<file path="src/rtl/axi_lite_arb2.sv">
// axi_lite_arb2: two-master AXI-Lite arbiter in front of a single slave.
// The write path (AW/W/B) and the read path (AR/R) each have their own
// round-robin arbiter. A grant is held for one complete transaction.
// Forward paths are pure muxes, so they add no latency.
//
// Handshake rule on every channel: a transfer happens in the cycle where
// VALID and READY are both high at the rising edge of ACLK. A master that is
// not granted sees READY = 0 and VALID = 0 on every channel, and its
// RDATA/BRESP/RRESP are driven to 0.
module axi_lite_arb2 #(
   parameter int ADDR_W = 10,
   parameter int DATA_W = 32
) (
   input  logic                ACLK,
   input  logic                ARESET,
   // master-side write address / data / response
   input  logic [2*ADDR_W-1:0] M_AWADDR,
   input  logic [1:0]          M_AWVALID,
   output logic [1:0]          M_AWREADY,
   input  logic [2*DATA_W-1:0] M_WDATA,
   input  logic [1:0]          M_WVALID,
   output logic [1:0]          M_WREADY,
   output logic [3:0]          M_BRESP,
   output logic [1:0]          M_BVALID,
   input  logic [1:0]          M_BREADY,
   // master-side read address / data
   input  logic [2*ADDR_W-1:0] M_ARADDR,
   input  logic [1:0]          M_ARVALID,
   output logic [1:0]          M_ARREADY,
   output logic [2*DATA_W-1:0] M_RDATA,
   output logic [3:0]          M_RRESP,
   output logic [1:0]          M_RVALID,
   input  logic [1:0]          M_RREADY,
   // slave-side write
   output logic [ADDR_W-1:0]   S_AWADDR,
   output logic                S_AWVALID,
   input  logic                S_AWREADY,
   output logic [DATA_W-1:0]   S_WDATA,
   output logic                S_WVALID,
   input  logic                S_WREADY,
   input  logic [1:0]          S_BRESP,
   input  logic                S_BVALID,
   output logic                S_BREADY,
   // slave-side read
   output logic [ADDR_W-1:0]   S_ARADDR,
   output logic                S_ARVALID,
   input  logic                S_ARREADY,
   input  logic [DATA_W-1:0]   S_RDATA,
   input  logic [1:0]          S_RRESP,
   input  logic                S_RVALID,
   output logic                S_RREADY,
   // grants and FSM state for observation
   output logic [1:0]          W_GNT,
   output logic [1:0]          R_GNT,
   output logic [1:0]          w_state_dbg,
   output logic [1:0]          r_state_dbg
);

   typedef enum logic [1:0] {
      W_IDLE = 2'd0,
      W_XFER = 2'd1,
      W_RESP = 2'd2
   } w_state_t;

   typedef enum logic [1:0] {
      R_IDLE = 2'd0,
      R_ADDR = 2'd1,
      R_DATA = 2'd2
   } r_state_t;

   w_state_t w_state, w_state_nxt;
   r_state_t r_state, r_state_nxt;

   // w_sel/r_sel: index of the master that owns the path.
   // w_last/r_last: the most recent winner. They reset to 1 so that M0 wins
   // the first tie.
   logic w_sel, w_sel_nxt, w_last, w_last_nxt;
   logic r_sel, r_sel_nxt, r_last, r_last_nxt;
   logic aw_done, aw_done_nxt, w_done, w_done_nxt;
   logic w_pick, r_pick;
   logic aw_hs, w_hs;

   // Round-robin pick: on a tie the master that did not win last time gets
   // the grant. Otherwise the only requester wins.
   always_comb begin
      w_pick = (&M_AWVALID) ? ~w_last : M_AWVALID[1];
      r_pick = (&M_ARVALID) ? ~r_last : M_ARVALID[1];
   end

   // Write-path state register, grant owner and sticky AW/W completion flags.
   always_ff @(posedge ACLK) begin
      if (ARESET) begin
         w_state <= W_IDLE;
         w_sel   <= 1'b0;
         w_last  <= 1'b1;
         aw_done <= 1'b0;
         w_done  <= 1'b0;
      end else begin
         w_state <= w_state_nxt;
         w_sel   <= w_sel_nxt;
         w_last  <= w_last_nxt;
         aw_done <= aw_done_nxt;
         w_done  <= w_done_nxt;
      end
   end

   // Write-path next state and channel routing. Each channel is gated off
   // toward the slave once its handshake has completed.
   always_comb begin
      w_state_nxt = w_state;
      w_sel_nxt   = w_sel;
      w_last_nxt  = w_last;
      aw_done_nxt = aw_done;
      w_done_nxt  = w_done;
      aw_hs       = 1'b0;
      w_hs        = 1'b0;
      M_AWREADY   = 2'b00;
      M_WREADY    = 2'b00;
      M_BVALID    = 2'b00;
      M_BRESP     = 4'b0000;
      S_AWADDR    = '0;
      S_AWVALID   = 1'b0;
      S_WDATA     = '0;
      S_WVALID    = 1'b0;
      S_BREADY    = 1'b0;
      case (w_state)
         W_IDLE: begin
            if (|M_AWVALID) begin
               w_sel_nxt   = w_pick;
               w_last_nxt  = w_pick;
               w_state_nxt = W_XFER;
            end
         end
         W_XFER: begin
            S_AWADDR  = w_sel ? M_AWADDR[2*ADDR_W-1:ADDR_W] : M_AWADDR[ADDR_W-1:0];
            S_WDATA   = w_sel ? M_WDATA[2*DATA_W-1:DATA_W] : M_WDATA[DATA_W-1:0];
            S_AWVALID = M_AWVALID[w_sel] & ~aw_done;
            S_WVALID  = M_WVALID[w_sel] & ~w_done;
            M_AWREADY[w_sel] = S_AWREADY & ~aw_done;
            M_WREADY[w_sel]  = S_WREADY & ~w_done;
            aw_hs       = S_AWVALID & S_AWREADY;
            w_hs        = S_WVALID & S_WREADY;
            aw_done_nxt = aw_done | aw_hs;
            w_done_nxt  = w_done | w_hs;
            if (aw_done_nxt && w_done_nxt) begin
               w_state_nxt = W_RESP;
            end
         end
         W_RESP: begin
            M_BVALID[w_sel] = S_BVALID;
            if (w_sel) begin
               M_BRESP[3:2] = S_BRESP;
            end else begin
               M_BRESP[1:0] = S_BRESP;
            end
            S_BREADY = M_BREADY[w_sel];
            if (S_BVALID && M_BREADY[w_sel]) begin
               aw_done_nxt = 1'b0;
               w_done_nxt  = 1'b0;
               w_state_nxt = W_IDLE;
            end
         end
         default: begin
            w_state_nxt = W_IDLE;
         end
      endcase
   end

   // Read-path state register and grant owner.
   always_ff @(posedge ACLK) begin
      if (ARESET) begin
         r_state <= R_IDLE;
         r_sel   <= 1'b0;
         r_last  <= 1'b1;
      end else begin
         r_state <= r_state_nxt;
         r_sel   <= r_sel_nxt;
         r_last  <= r_last_nxt;
      end
   end

   // Read-path next state and channel routing.
   always_comb begin
      r_state_nxt = r_state;
      r_sel_nxt   = r_sel;
      r_last_nxt  = r_last;
      M_ARREADY   = 2'b00;
      M_RVALID    = 2'b00;
      M_RDATA     = '0;
      M_RRESP     = 4'b0000;
      S_ARADDR    = '0;
      S_ARVALID   = 1'b0;
      S_RREADY    = 1'b0;
      case (r_state)
         R_IDLE: begin
            if (|M_ARVALID) begin
               r_sel_nxt   = r_pick;
               r_last_nxt  = r_pick;
               r_state_nxt = R_ADDR;
            end
         end
         R_ADDR: begin
            S_ARADDR  = r_sel ? M_ARADDR[2*ADDR_W-1:ADDR_W] : M_ARADDR[ADDR_W-1:0];
            S_ARVALID = M_ARVALID[r_sel];
            M_ARREADY[r_sel] = S_ARREADY;
            if (S_ARVALID && S_ARREADY) begin
               r_state_nxt = R_DATA;
            end
         end
         R_DATA: begin
            M_RVALID[r_sel] = S_RVALID;
            if (r_sel) begin
               M_RDATA[2*DATA_W-1:DATA_W] = S_RDATA;
               M_RRESP[3:2]               = S_RRESP;
            end else begin
               M_RDATA[DATA_W-1:0] = S_RDATA;
               M_RRESP[1:0]        = S_RRESP;
            end
            S_RREADY = M_RREADY[r_sel];
            if (S_RVALID && M_RREADY[r_sel]) begin
               r_state_nxt = R_IDLE;
            end
         end
         default: begin
            r_state_nxt = R_IDLE;
         end
      endcase
   end

   // Grant outputs are one-hot while a path is busy and 0 when it is idle.
   always_comb begin
      W_GNT = (w_state == W_IDLE) ? 2'b00 : (w_sel ? 2'b10 : 2'b01);
      R_GNT = (r_state == R_IDLE) ? 2'b00 : (r_sel ? 2'b10 : 2'b01);
   end

   assign w_state_dbg = w_state;
   assign r_state_dbg = r_state;

endmodule

</file>
<file path="config.mk">
export PLATFORM = sky130hd
export DESIGN_NAME = axi_lite_arb2
export DESIGN_NICKNAME = d
export VERILOG_FILES = /design/src/rtl/axi_lite_arb2.sv
export SDC_FILE = /design/constraint.sdc
export NUM_CORES = 1
export LEC_CHECK = 0
export CELL_PAD_IN_SITES_DETAIL_PLACEMENT = 1
export CELL_PAD_IN_SITES_GLOBAL_PLACEMENT = 1
export CORE_MARGIN = 10
export CORE_UTILIZATION = 14
export DETAILED_ROUTE_END_ITERATION = 6
export GPL_ROUTABILITY_DRIVEN = 1
export PLACE_DENSITY_LB_ADDON = 0.1
export SLEW_MARGIN = 25
export SYNTH_ARGS = -nofsm -noshare
export SYNTH_HDL_FRONTEND = slang
export SYNTH_SLANG_ARGS = --single-unit
</file>
<file path="constraint.sdc">
create_clock -name ACLK -period 2.3 [get_ports ACLK]
set_input_delay 0.23 -clock ACLK [delete_from_list [all_inputs] [get_ports ACLK]]
set_output_delay 0.23 -clock ACLK [all_outputs]
set_load 0.01 [all_outputs]
</file>
[Word level (Yosys, flattened, before mapping)]
Cells that the tools add are included.
Word-level totals
  bits in registers: 10
  bits of input ports: 157
  word-level logic and storage cells: 113
Cells by class
  magnitude comparators: 4
  equal/unequal tests: 10
  mux-type cells: 56
  bitwise logic cells: 17
  reductions and logical operators: 18
Operator list (count)
  $mux 32: 4
  $mux 64: 1
  $mux 10: 4
  $mux 2: 19
  $mux 1: 20
  $ne 2x2->1 const B: 6
  $pmux 2 s3: 2
  $and 2x2->2: 5
  $reduce_and 2->1: 5
  $mux 4: 2
  $and 1x1->1: 6
  $logic_and 1x1->1: 6
  $reduce_and 3->1: 2
  $eq 2x1->1 const B: 2
  $eq 2x2->1 const B: 2
  $logic_not 2->1: 2
  $lt 1x2->1 const B: 2
  $not 1->1: 4
  $pmux 1 s2: 2
  $reduce_or 2->1: 2
  $demux 1 s1: 2
  $ge 1x1->1 const B: 2
  $or 1x1->1: 2
  $reduce_bool 2->1: 1

[Logic depth before layout (Yosys ltp)]
  word-level depth: 8
  mapped depth: 5
  depth with buffers taken out: 4

[Worst setup path before layout]
Ideal clock, no wire load.
  path type: reg2out
  from: register w_state[1] (netlist: w_state_dbg[1])
  to: output port M_AWREADY[0]
  arrival: 1233 ps
  data required time: 2070 ps
  setup slack: 837 ps
  stages on the path, launching flop included: 5
  path buffers: 2
  cell sequence: dfxtp_1 buf_6 nand2b_1 buf_2 nor4b_1
On the way
  longest elaborated chain between the ends: 2
Ends and longest elaborated chain
  start: declaration: RTL line 71  | w_state_t w_state, w_state_nxt;
  start signal: assignment: RTL line 99  | w_state <= w_state_nxt;
  $eq 2x1->1: RTL line 126  | case (w_state)
  $mux 2: RTL line 126
  end: declaration: RTL line 19  | output logic [1:0] M_AWREADY,
Every way passes these cells.

[Worst setup path after layout]
  from: register r_state[0] (netlist: r_state_dbg[0])
  to: output port M_RDATA[11]
On the way
  longest elaborated chain between the ends: 2
Ends and longest elaborated chain
  start: declaration: RTL line 72  | r_state_t r_state, r_state_nxt;
  start signal: assignment: RTL line 176  | r_state <= r_state_nxt;
  $eq 2x2->1: RTL line 194  | case (r_state)
  $mux 64: RTL line 194
  end: declaration: RTL line 30  | output logic [2*DATA_W-1:0] M_RDATA,
Every way passes these cells.

==> flow_summary.json <==
{
  "wl_per_cell_um": 20.2,
  "fin_ws_ns": 0.144,
  "vias": 3089,
  "clk_latency_ns": 0.23,
  "setup_violations": 0,
  "synthTopCellsByArea": "mux2i_1 (27%), and2_1 (22%), nor2_1 (14%)",
  "num-nets-final": 738,
  "die_area_um2": 19300,
  "port_buffers": 303,
  "die_x_um": 139,
  "final_cell_mix": "clkdlybuf4s50_1 (303), nor2_1 (72), and2_1 (70)",
  "multi_input_area_um2": 1660,
  "die_y_um": 139,
  "yosysSeqAreaShare_pct": 10.1,
  "synth_cell_type_count": 36,
  "drt-pass1-iter-count": 4,
  "critPathKind": "register to primary output",
  "rsz0062_at_grt": "no",
  "finalHoldViolCount": 0,
  "rows": 43,
  "avgSynthCellArea_um2": 6.99,
  "cts_tree": "yes",
  "timing_max_transition_violations_final": 0,
  "grt_usage_pct": 14.7,
  "drive_gt1_share_pct": 4.49,
  "clk_pin_slew_worst_paths_ns": 0.04,
  "drc": 0,
  "synth_top_cell_by_area": "mux2i_1",
  "arrival_ns": 1.93,
  "tightest_slew_ns": 0.457,
  "pin_count": 304,
  "cts_buffers": 3,
  "cp.required_ns": 2.07,
  "powerDensity_nw_per_um2": 262,
  "synth.top_cell.area_share_pct": 27.2,
  "n_fill_cell": 1664,
  "start_util_pct": 14.3,
  "ys_ff_latch": 10,
  "drt_wl_total_um": 15300,
  "hpwlAfterDp_um": 13800,
  "yosys_warnings": 0,
  "tns_ns": 0,
  "timing.hold.ws_ns": 0.489,
  "ctsHoldBuffers": 0,
  "drt_iter0_drc": 88,
  "vias_per_cell": 4.07,
  "outcome": "complete, no violations",
  "fin_skew_ns": 0.00383,
  "antenna_left": 0,
  "cts.repair.resized": 0,
  "pre_cts_ws_ns": 0.379,
  "antenna_found_initial": 0,
  "clockBufferDepth": 2,
  "place_congestion": 0.792,
  "postCtsSetupRepairBufs": 0,
  "synth_cells": 284,
  "reg2reg_slack_ns": 0.63,
  "overflow": 0,
  "maxCapViolations": 0,
  "peakVddDrop_mv": 0.201,
  "timing.final.crit_share_pct": 93.7,
  "layout.cells.most_common": "clkdlybuf4s50_1",
  "syn_area_um2": 1990,
  "crit_path_end_kind": "primary output",
  "fmax_ghz": 0.464,
  "critPathLaunchType": "register",
  "clkSinkCount": 10,
  "syn_nets": 441,
  "grt_pass1_wl_um": 22400,
  "p_leak_nw": 1.94,
  "diodes": 0,
  "grt_pass1_vias": 3165,
  "root_buffer": "clkbuf_16",
  "relSlewSlack_pct": 69.4,
  "seqCellArea_um2": 201,
  "grt_max_degree": 36,
  "min_period_ns": 2.16,
  "worstHoldPathType": "register to register",
  "syn2layout_area_growth_pct": 167,
  "coreArea_um2": 13900,
  "h-tree-depth": 1,
  "worst-path-max-fanout": 35
}
## metrics by stage
step	power, W	instances	utilization, %	area (um^2)
after global routing	0.00148	759	38.2	5300
after detailed placement	0.00111	756	37.7	5230
after CTS	0.00142	759	38.2	5300
after global placement	0.00109	756	37.7	5230
after floorplan	0.000530	284	-	1990
final	0.00139	759	38.2	5300
## state kept, by name, indices dropped and copies added (netlist names)
register     cells
aw_done          1
r_sel            1
w_done           1
r_last           1
r_state_dbg      2
w_last           1
w_sel            1
w_state_dbg      2
## synth_stat cells, drive strengths merged
library cell	count
dfxtp	10
a2bb2oi	1
nor4b	2
nor4	1
clkbuf	1
nand4b	1
or2	1
nand2b	7
and2	70
o221ai	1
inv	1
and3b	1
a2111oi	1
a21boi	1
nand2	8
nor2	75
nor2b	7
buf	21
mux2i	56
nor3b	1
nor3	3
a22oi	2
nand3b	1
o22a	1
a21oi	1
and3	2
mux2	1
a211o	2
a32oi	2
and4b	2
## layout make-up
cell class,count,area share (%)
Multi-Input combinational cell,251,31.3
Timing Repair Buffer,314,59.2
Clock buffer,3,1.42
Inverter,1,0.0708
Tap cell,180,4.25
Sequential cell,10,3.80
## report_power, final
part           internal (W)  switching [W]  total [W]  leakage [nW]
combinational      0.000550       0.000332   0.000882          1.82
sequential         0.000188      0.0000218   0.000210        0.0829
clock              0.000225      0.0000738   0.000299        0.0370
## metal layers
layer  global-route usage [%]  vias up  routed length [um]
li1                         -     1529                   -
met1                     14.2     1458                5300
met2                     31.0      100                9140
met3                     3.84        2                 896
met4                    0.824        0                  12
met5                        0        -                   0
## worst max-delay path, cell delays in order, from the launching register on
cell	delay, ns
dfxtp_1	0.35
nand2b_1	0.24
nor2_2	0.16
buf_12	0.19
and2_1	0.15
clkdlybuf4s50_1	0.59
## logic make-up (layout without fill, tap and decap cells)
logic type | count (synthesis) | in the layout | synth area share [%]
compound gates | 12 | 12 | 5.23
flops | 10 | 10 | 10.1
mux | 57 | 57 | 29.6
buf+inv | 23 | 318 | 6.55
simple gates | 182 | 182 | 48.5
## final timing paths
path,from,to,depth (start not counted)
max reg2reg,w_sel$_SDFFE_PP0P_,w_state_dbg[0]$_SDFFE_PP0P_,5
min,r_last$_SDFFE_PP1P_,r_last$_SDFFE_PP1P_,1
max,r_state_dbg[0]$_SDFFE_PP0P_,M_RDATA[11],5
min reg2reg,r_last$_SDFFE_PP1P_,r_last$_SDFFE_PP1P_,1
No activity file was read; power rests on OpenSTA's default activity.
